File: src/rtl/dsp_c_accum.sv
// dsp_c_accum: registered 48-bit C-path accumulator with carry, signed overflow and pattern-detect flags
module dsp_c_accum #(
   parameter int          PIPE_IN  = 0,
   parameter int          SATURATE = 0,
   parameter logic [47:0] PATTERN  = 48'h0,
   parameter logic [47:0] MASK     = 48'h0
) (
   input  logic        CLK_creg,
   input  logic        RSTC,
   input  logic [47:0] C_DATA,
   input  logic        IN_VALID,
   input  logic [1:0]  OPMODE,
   input  logic        CARRYIN,
   input  logic        CEP,
   input  logic        CLRP,
   output logic [47:0] P,
   output logic        OUT_VALID,
   output logic        CARRYOUT,
   output logic        OVERFLOW,
   output logic        UNDERFLOW,
   output logic        OVF_STICKY,
   output logic        PATTERNDETECT
);
   localparam logic [47:0] P_MAX  = 48'h7FFF_FFFF_FFFF;
   localparam logic [47:0] P_MIN  = 48'h8000_0000_0000;
   localparam logic        PD_RST = ((PATTERN & ~MASK) == 48'h0);
   logic [47:0] s_c;
   logic [1:0]  s_op;
   logic        s_ci;
   logic        s_v;
   logic [49:0] p_x;
   logic [49:0] c_x;
   logic [49:0] r;
   logic [48:0] u_sum;
   logic [48:0] u_dif;
   logic        ar;
   logic        ovf;
   logic        unf;
   logic        cy;
   logic [47:0] p_nxt;
   logic        pd_nxt;
   generate
      if (PIPE_IN == 1) begin : g_pipe
         // optional input stage; clear or reset drops any operation waiting here
         always_ff @(posedge CLK_creg or negedge RSTC) begin
            if (!RSTC) begin
               s_c  <= 48'h0;
               s_op <= 2'b00;
               s_ci <= 1'b0;
               s_v  <= 1'b0;
            end else if (CLRP) begin
               s_c  <= 48'h0;
               s_op <= 2'b00;
               s_ci <= 1'b0;
               s_v  <= 1'b0;
            end else if (CEP) begin
               s_c  <= C_DATA;
               s_op <= OPMODE;
               s_ci <= CARRYIN;
               s_v  <= IN_VALID;
            end
         end
      end else if (PIPE_IN == 0) begin : g_direct
         assign s_c  = C_DATA;
         assign s_op = OPMODE;
         assign s_ci = CARRYIN;
         assign s_v  = IN_VALID;
      end else begin : g_bad
         $fatal(1, "dsp_c_accum: PIPE_IN must be 0 or 1");
      end
   endgenerate
   // ALU: 50-bit signed result for range flags, 49-bit unsigned for carry/borrow
   always_comb begin
      p_x    = {{2{P[47]}}, P};
      c_x    = {{2{s_c[47]}}, s_c};
      r      = s_op[0] ? p_x - c_x - {49'd0, s_ci} : p_x + c_x + {49'd0, s_ci};
      u_sum  = {1'b0, P} + {1'b0, s_c} + {48'd0, s_ci};
      u_dif  = {1'b0, P} - {1'b0, s_c} - {48'd0, s_ci};
      ar     = s_op[1];
      ovf    = ar & ~r[49] & (r[48] | r[47]);
      unf    = ar & r[49] & ~(r[48] & r[47]);
      cy     = ar & (s_op[0] ? u_dif[48] : u_sum[48]);
      p_nxt  = !ar ? (s_op[0] ? s_c : 48'h0) :
               (SATURATE != 0 && ovf) ? P_MAX :
               (SATURATE != 0 && unf) ? P_MIN : r[47:0];
      pd_nxt = ((p_nxt ^ PATTERN) & ~MASK) == 48'h0;
   end
   // result register: loads on a valid enabled cycle, otherwise holds P and flags
   always_ff @(posedge CLK_creg or negedge RSTC) begin
      if (!RSTC) begin
         P             <= 48'h0;
         OUT_VALID     <= 1'b0;
         CARRYOUT      <= 1'b0;
         OVERFLOW      <= 1'b0;
         UNDERFLOW     <= 1'b0;
         OVF_STICKY    <= 1'b0;
         PATTERNDETECT <= PD_RST;
      end else if (CLRP) begin
         P             <= 48'h0;
         OUT_VALID     <= 1'b0;
         CARRYOUT      <= 1'b0;
         OVERFLOW      <= 1'b0;
         UNDERFLOW     <= 1'b0;
         OVF_STICKY    <= 1'b0;
         PATTERNDETECT <= PD_RST;
      end else if (CEP) begin
         OUT_VALID <= s_v;
         if (s_v) begin
            P             <= p_nxt;
            CARRYOUT      <= cy;
            OVERFLOW      <= ovf;
            UNDERFLOW     <= unf;
            OVF_STICKY    <= OVF_STICKY | ovf | unf;
            PATTERNDETECT <= pd_nxt;
         end
      end
   end
endmodule
File: config.mk
export PLATFORM = sky130hd
export DESIGN_NAME = dsp_c_accum
export DESIGN_NICKNAME = d
export VERILOG_FILES = /design/src/rtl/dsp_c_accum.sv
export SDC_FILE = /design/constraint.sdc
export NUM_CORES = 1
export LEC_CHECK = 0
export CAP_MARGIN = 20
export CORE_ASPECT_RATIO = 0.8
export CORE_UTILIZATION = 40
export CTS_BUF_LIST = sky130_fd_sc_hd__clkbuf_4
export CTS_CLUSTER_DIAMETER = 60
export DETAILED_ROUTE_END_ITERATION = 7
export HOLD_SLACK_MARGIN = 0.08
export PLACE_DENSITY = 0.6
export SLEW_MARGIN = 20
export SYNTH_ARGS = -nofsm -noshare
export SYNTH_HDL_FRONTEND = slang
export SYNTH_SLANG_ARGS = --single-unit
export TNS_END_PERCENT = 50
File: constraint.sdc
create_clock -name CLK_creg -period 3.65 [get_ports CLK_creg]
set_input_delay 0.5475 -clock CLK_creg [delete_from_list [all_inputs] [get_ports CLK_creg]]
set_output_delay 0.5475 -clock CLK_creg [all_outputs]
set_load 0.005 [all_outputs]
======== After elaboration in Yosys (flattened, before gate mapping) ========
Index checks and enable logic that the tools add are counted.
storage, ports and cells
  bits in registers ....................... 54
  latch bits .............................. 0
  RAM bits ................................ 0
  bits in read-only memories .............. 0
  bits of input ports ..................... 56
  word-level logic and storage cells ...... 54
  memories ................................ 0
operators by class
  add/subtract/negate cells ............... 8
  multipliers ............................. 0
  divide/modulo/power cells ............... 0
  order comparisons ....................... 0
  eq/ne operators ......................... 0
  shift-type cells ........................ 0
  muxes and demuxes ....................... 24
  bitwise operators ....................... 11
  reductions and logical operators ........ 4
operators with widths
  kind                count
  $mux W48            5
  $add A48 B48 Y49    2
  $sub A48 B48 Y49    2
  $add A49 B2 Y50     1
  $mux W50            1
  $sub A49 B2 Y50     1
  $add A49 B1 Y49     1
  $sub A49 B1 Y49     1
  $logic_not A48 Y1   1
  $mux W1             18
  $and A1 B1 Y1       6
  $reduce_bool A2 Y1  2
  $or A1 B1 Y1        3
  $not A1 Y1          2
  $reduce_and A2 Y1   1

======== Depth between registers and ports, before layout ========
  depth in word-level cells ............... 11
  depth in mapped cells ................... 18
  depth with buffers taken out ............ 17

======== Worst setup path after synthesis ========
Ideal clock, no wire load.
  path kind ............................... in2reg
  start ................................... input CARRYIN
  end ..................................... register PATTERNDETECT
  library setup time ...................... 86 ps
  arrival time ............................ 4,126 ps
  path slack .............................. -562 ps
  stages .................................. 16
  buffers on the path ..................... 0
  cell sequence ........................... fa_1 > ha_1 > nor2_1 > fa_1 > a21boi_0 > o22ai_2 > o311a_1 > a22o_1 > o31a_1 > a32oi_1 > o31ai_1 > nor4_1 > nand4_1 > nor4_2 > nand2_1 > o31ai_2
on the way
  word-level cells in the longest chain between the ends .. 7
  elaborated cells between the ends (all ways) .. 8
  those cells by class .................... add/sub: 2; mux: 5; reduce/logical: 1
RTL lines
  element                                             line  RTL
  start: declaration                                  13    input logic CARRYIN,
  $add A49 B2 Y50 or $sub A49 B2 Y50 (tied branches)  76    r = s_op[0] ? p_x - c_x - {49'd0, s_ci} : p_x + c_x + {49'd0, s_ci};
  $mux W50 *                                          76
  $mux W48 *                                          83    p_nxt = !ar ? (s_op[0] ? s_c : 48'h0) :
  $logic_not A48 Y1 *                                 86    pd_nxt = ((p_nxt ^ PATTERN) & ~MASK) == 48'h0;
  $mux W1 *                                           108   if (s_v) begin
  $mux W1 *                                           106   end else if (CEP) begin
  $mux W1 *                                           98    end else if (CLRP) begin
  end signal: assignment                              114   PATTERNDETECT <= pd_nxt;
  end: declaration                                    22    output logic PATTERNDETECT
Every way passes the cells marked *; elsewhere a longest branch is shown, timed or not. The select of a mux whose other input is x is not followed.
A chain may end at the register's enable or synchronous reset.

======== Worst setup path after layout ========
  start ................................... register P[0]
  end ..................................... register PATTERNDETECT
on the way
  word-level cells in the longest chain between the ends .. 8
  elaborated cells between the ends (all ways) .. 10
  those cells by class .................... add/sub: 4; mux: 5; reduce/logical: 1
RTL lines
  element                                               line  RTL
  start: declaration                                    16    output logic [47:0] P,
  start signal: assignment                              109   P <= p_nxt;
  $add A48 B48 Y49 or $sub A48 B48 Y49 (tied branches)  76
  $add A49 B2 Y50 or $sub A49 B2 Y50 (tied branches)    76
  $mux W50 *                                            76
  $mux W48 *                                            83
  $logic_not A48 Y1 *                                   86
  $mux W1 *                                             108
  $mux W1 *                                             106
  $mux W1 *                                             98
Marked as above.

==> results_dict.tcl <==
set metrics [dict create \
    die_h_microns 149 \
    fmax_mhz 227 \
    synth-main-ff-cell "dfrtp_1" \
    synth_edf_count 0 \
    core_sq_um 26400 \
    worst_setup_path_start_kind "flop" \
    final_core_util_pct 68.7 \
    reg2reg_depth 18 \
    boundaryPins 110 \
    insertion_delay_ps 510 \
    wl_microns 56400 \
    cts_tree "done" \
    synth-async-reset-ratio_pct 100 \
    std_cell_rows 53 \
    synthTopCellsByCount "inv_1 (155), ha_1 (140), a21oi_1 (126)" \
    fin_area_sq_um 18100 \
    ys_ff_latch 54 \
    clock_skew_ps 19.9 \
    setup_viol 16 \
    slowest_delay_ps 590 \
    antenna_found_initial 1 \
    final_nets 2393 \
    dr_total_vias 15000 \
    worst_slack_ps -761 \
    post-synth-top-area-cell "ha_1" \
    via_per_inst 5.87 \
    power_mw 5.57 \
    worstPathArrival_ps 4830 \
    place_area_sq_um 17000 \
    critPathSlowestCell "fa_2" \
    violations "negative setup slack" \
    gr-usage-all-layers_pct 40.1 \
    routabilityCongestion 1.07 \
    yosysUniqueCellTypes 91 \
    die-area_sq_um 27700 \
    required_ps 4070 \
    grt_pass1_wl_microns 83300 \
    worst_slew_pin_slew_ps 1060 \
    dp_hpwl_microns 46100 \
    htree_num_levels 2 \
    synth_area_sq_um 10800 \
    slew_viol_final 0 \
    finalCriticalPeriod_ps 4410 \
    path_cells "fa_2 -> ha_4 -> nor2_4 -> fa_2 -> a21boi_4 -> o22ai_4 -> o221a_4 -> buf_12 -> o22ai_4 -> buf_4 -> o2111ai_1 -> o2111ai_1 -> a21oi_4 -> a2111oi_4 -> nand4_1 -> nor4_2 -> nand2_1 -> o31ai_2" \
    grt_overflow 0 \
    drive_gt1_share_pct 38.5 \
    min_period_over_period_pct 121 \
    route.detailed.drc 0 \
    area_growth_pct 67.7 \
    drv_cap 0 \
    wl_per_cell_microns 22.1 \
    ant_nets 0 \
    max_slew_margin_pct 28.3 \
    yosys-top-cells-area "ha_1 (16%), dfrtp_1 (12%), a21oi_1 (5.8%), inv_1 (5.4%), xnor2_1 (4.1%)" \
    yosysTopAreaCellShare_pct 16.2 \
    place.port_buffers 109 \
    firstDrtPassIters 6 \
    cts_max_path_buffers 2 \
    grt_setup_unrepaired "true" \
    syn-num-nets 1693 \
    hp-class "input port to async pin" \
    power.leakage_nw 8.49 \
    fill_cells 2309 \
    first_iter_violations 1617 \
    status "finished with violations" \
    cts_root_buf "clkbuf_4" \
    diodes 0 \
    synth-seq-area-share_pct 12.5 \
    ctsHoldBuffers 0 \
    start_util_pct 41.0 \
    hold_viol 0 \
    worst-path-max-fanout 4 \
    cts_inserted_buffers 5 \
    yosysWarningCount 0 \
    power.density_nw_per_um2 307 \
    criticalPathCategory "flop to flop" \
    die_w_microns 186 \
    end_kind "flop" \
    grt_pass1_vias 14300 \
    netlist_instances 1493 \
    cts.sinks 54 \
    avgSynthCellArea_sq_um 7.24 \
    synth.most_common_cell "inv_1" \
    grt_max_degree 55 \
    peakVddDrop_uv 224 \
    path_clk_slew_ps 200 \
]
[timing repair]
action | in CTS | in global routing
setup buffers | 20 | 10
pin swaps | 55 | 64
setup endpoints to repair | 34 | 36
gates cloned | 0 | 0
gates resized for setup | 88 | 83
[area by class of cell]
cell class / instances / area (sq um) / area share, %
multi-input combinational: 1198 / 9490 / 52.4
clock inverter: 3 / 63.8 / 0.352
tap: 357 / 447 / 2.46
inverter: 159 / 597 / 3.29
sequential: 54 / 1350 / 7.47
timing repair buffer: 775 / 6130 / 33.8
clock buffer: 5 / 37.5 / 0.207
[cells by family after synthesis]
group	share of synthesized area [%]
adders and majority gates	16.9
and+or+nand+nor	20.7
xor gates and xnor gates	5.19
buffers and inverters	8.45
muxes	1.74
AOI/OAI and AO/OA	34.5
DFF	12.5
[metrics by stage]
stage / setup TNS (ps) / worst slack (ps) / instances / hold WS [ps]
after floorplan: -572 / -183 / 1493 / 252
after global placement: -28550 / -1370 / 2520 / 519
after detailed placement: -31780 / -1510 / 2520 / 516
after CTS: -4340 / -680 / 2542 / 197
after global routing: -7420 / -846 / 2551 / 219
final: -5490 / -761 / 2551 / 154
[worst max-delay path: cells and delay by family (launching register included)]
family | cells | cell delay [ps]
fa+ha+maj | 3 | 1110
simple gates | 4 | 640
compound gates | 9 | 1810
buf+inv | 2 | 290
flops | 1 | 470
[routing by layer]
layer	up-vias	wire [microns]	track usage, %
li1	6949	-	-
met1	7089	25000	56.1
met2	803	23300	59.3
met3	122	6450	11.9
met4	0	1630	10.7
met5	-	0	0
[registers in the layout (all words and copies together) (netlist names)]
name and cells:
PATTERNDETECT 1, OVERFLOW 1, OVF_STICKY 1, CARRYOUT 1
P 48, UNDERFLOW 1, OUT_VALID 1
[final timing paths]
kind,from,endpoint,slack [ps]
setup / recovery,P[0],PATTERNDETECT,-760
hold / removal,RSTC,P[19],150
setup reg to reg,P[0],PATTERNDETECT,-760
hold reg to reg,OVF_STICKY,OVF_STICKY,560
max in group asynchronous,RSTC,P[39],2600
min in group CLK_creg,OVF_STICKY,OVF_STICKY,560
[cells in the final DEF (no fill, tap or decap), types with 20 or more instances in the layout]
cell type / Yosys / routed
buf_4: 1 / 652
inv_1: 155 / 153
ha_1: 140 / 123
a21oi_1: 126 / 113
nor2_1: 116 / 105
clkdlybuf4s50_1: 0 / 100
nand2_1: 99 / 97
o21ai_0: 69 / 54
dfrtp_1: 53 / 52
xnor2_1: 50 / 48
a211oi_1: 55 / 40
nand4_1: 40 / 40
nand3_1: 36 / 34
a21o_1: 31 / 31
o211ai_1: 26 / 26
nor4_1: 28 / 25
nor3_1: 27 / 24
nor2b_1: 24 / 23
o31ai_1: 24 / 20
[report_power, final]
| group | total, mW | internal (mW) | switching, mW |
|---|---|---|---|
| combinational | 4.40 | 2.15 | 2.25 |
| clock | 0.495 | 0.210 | 0.285 |
| sequential | 0.670 | 0.640 | 0.0297 |
(Power assumes the default switching activity.)
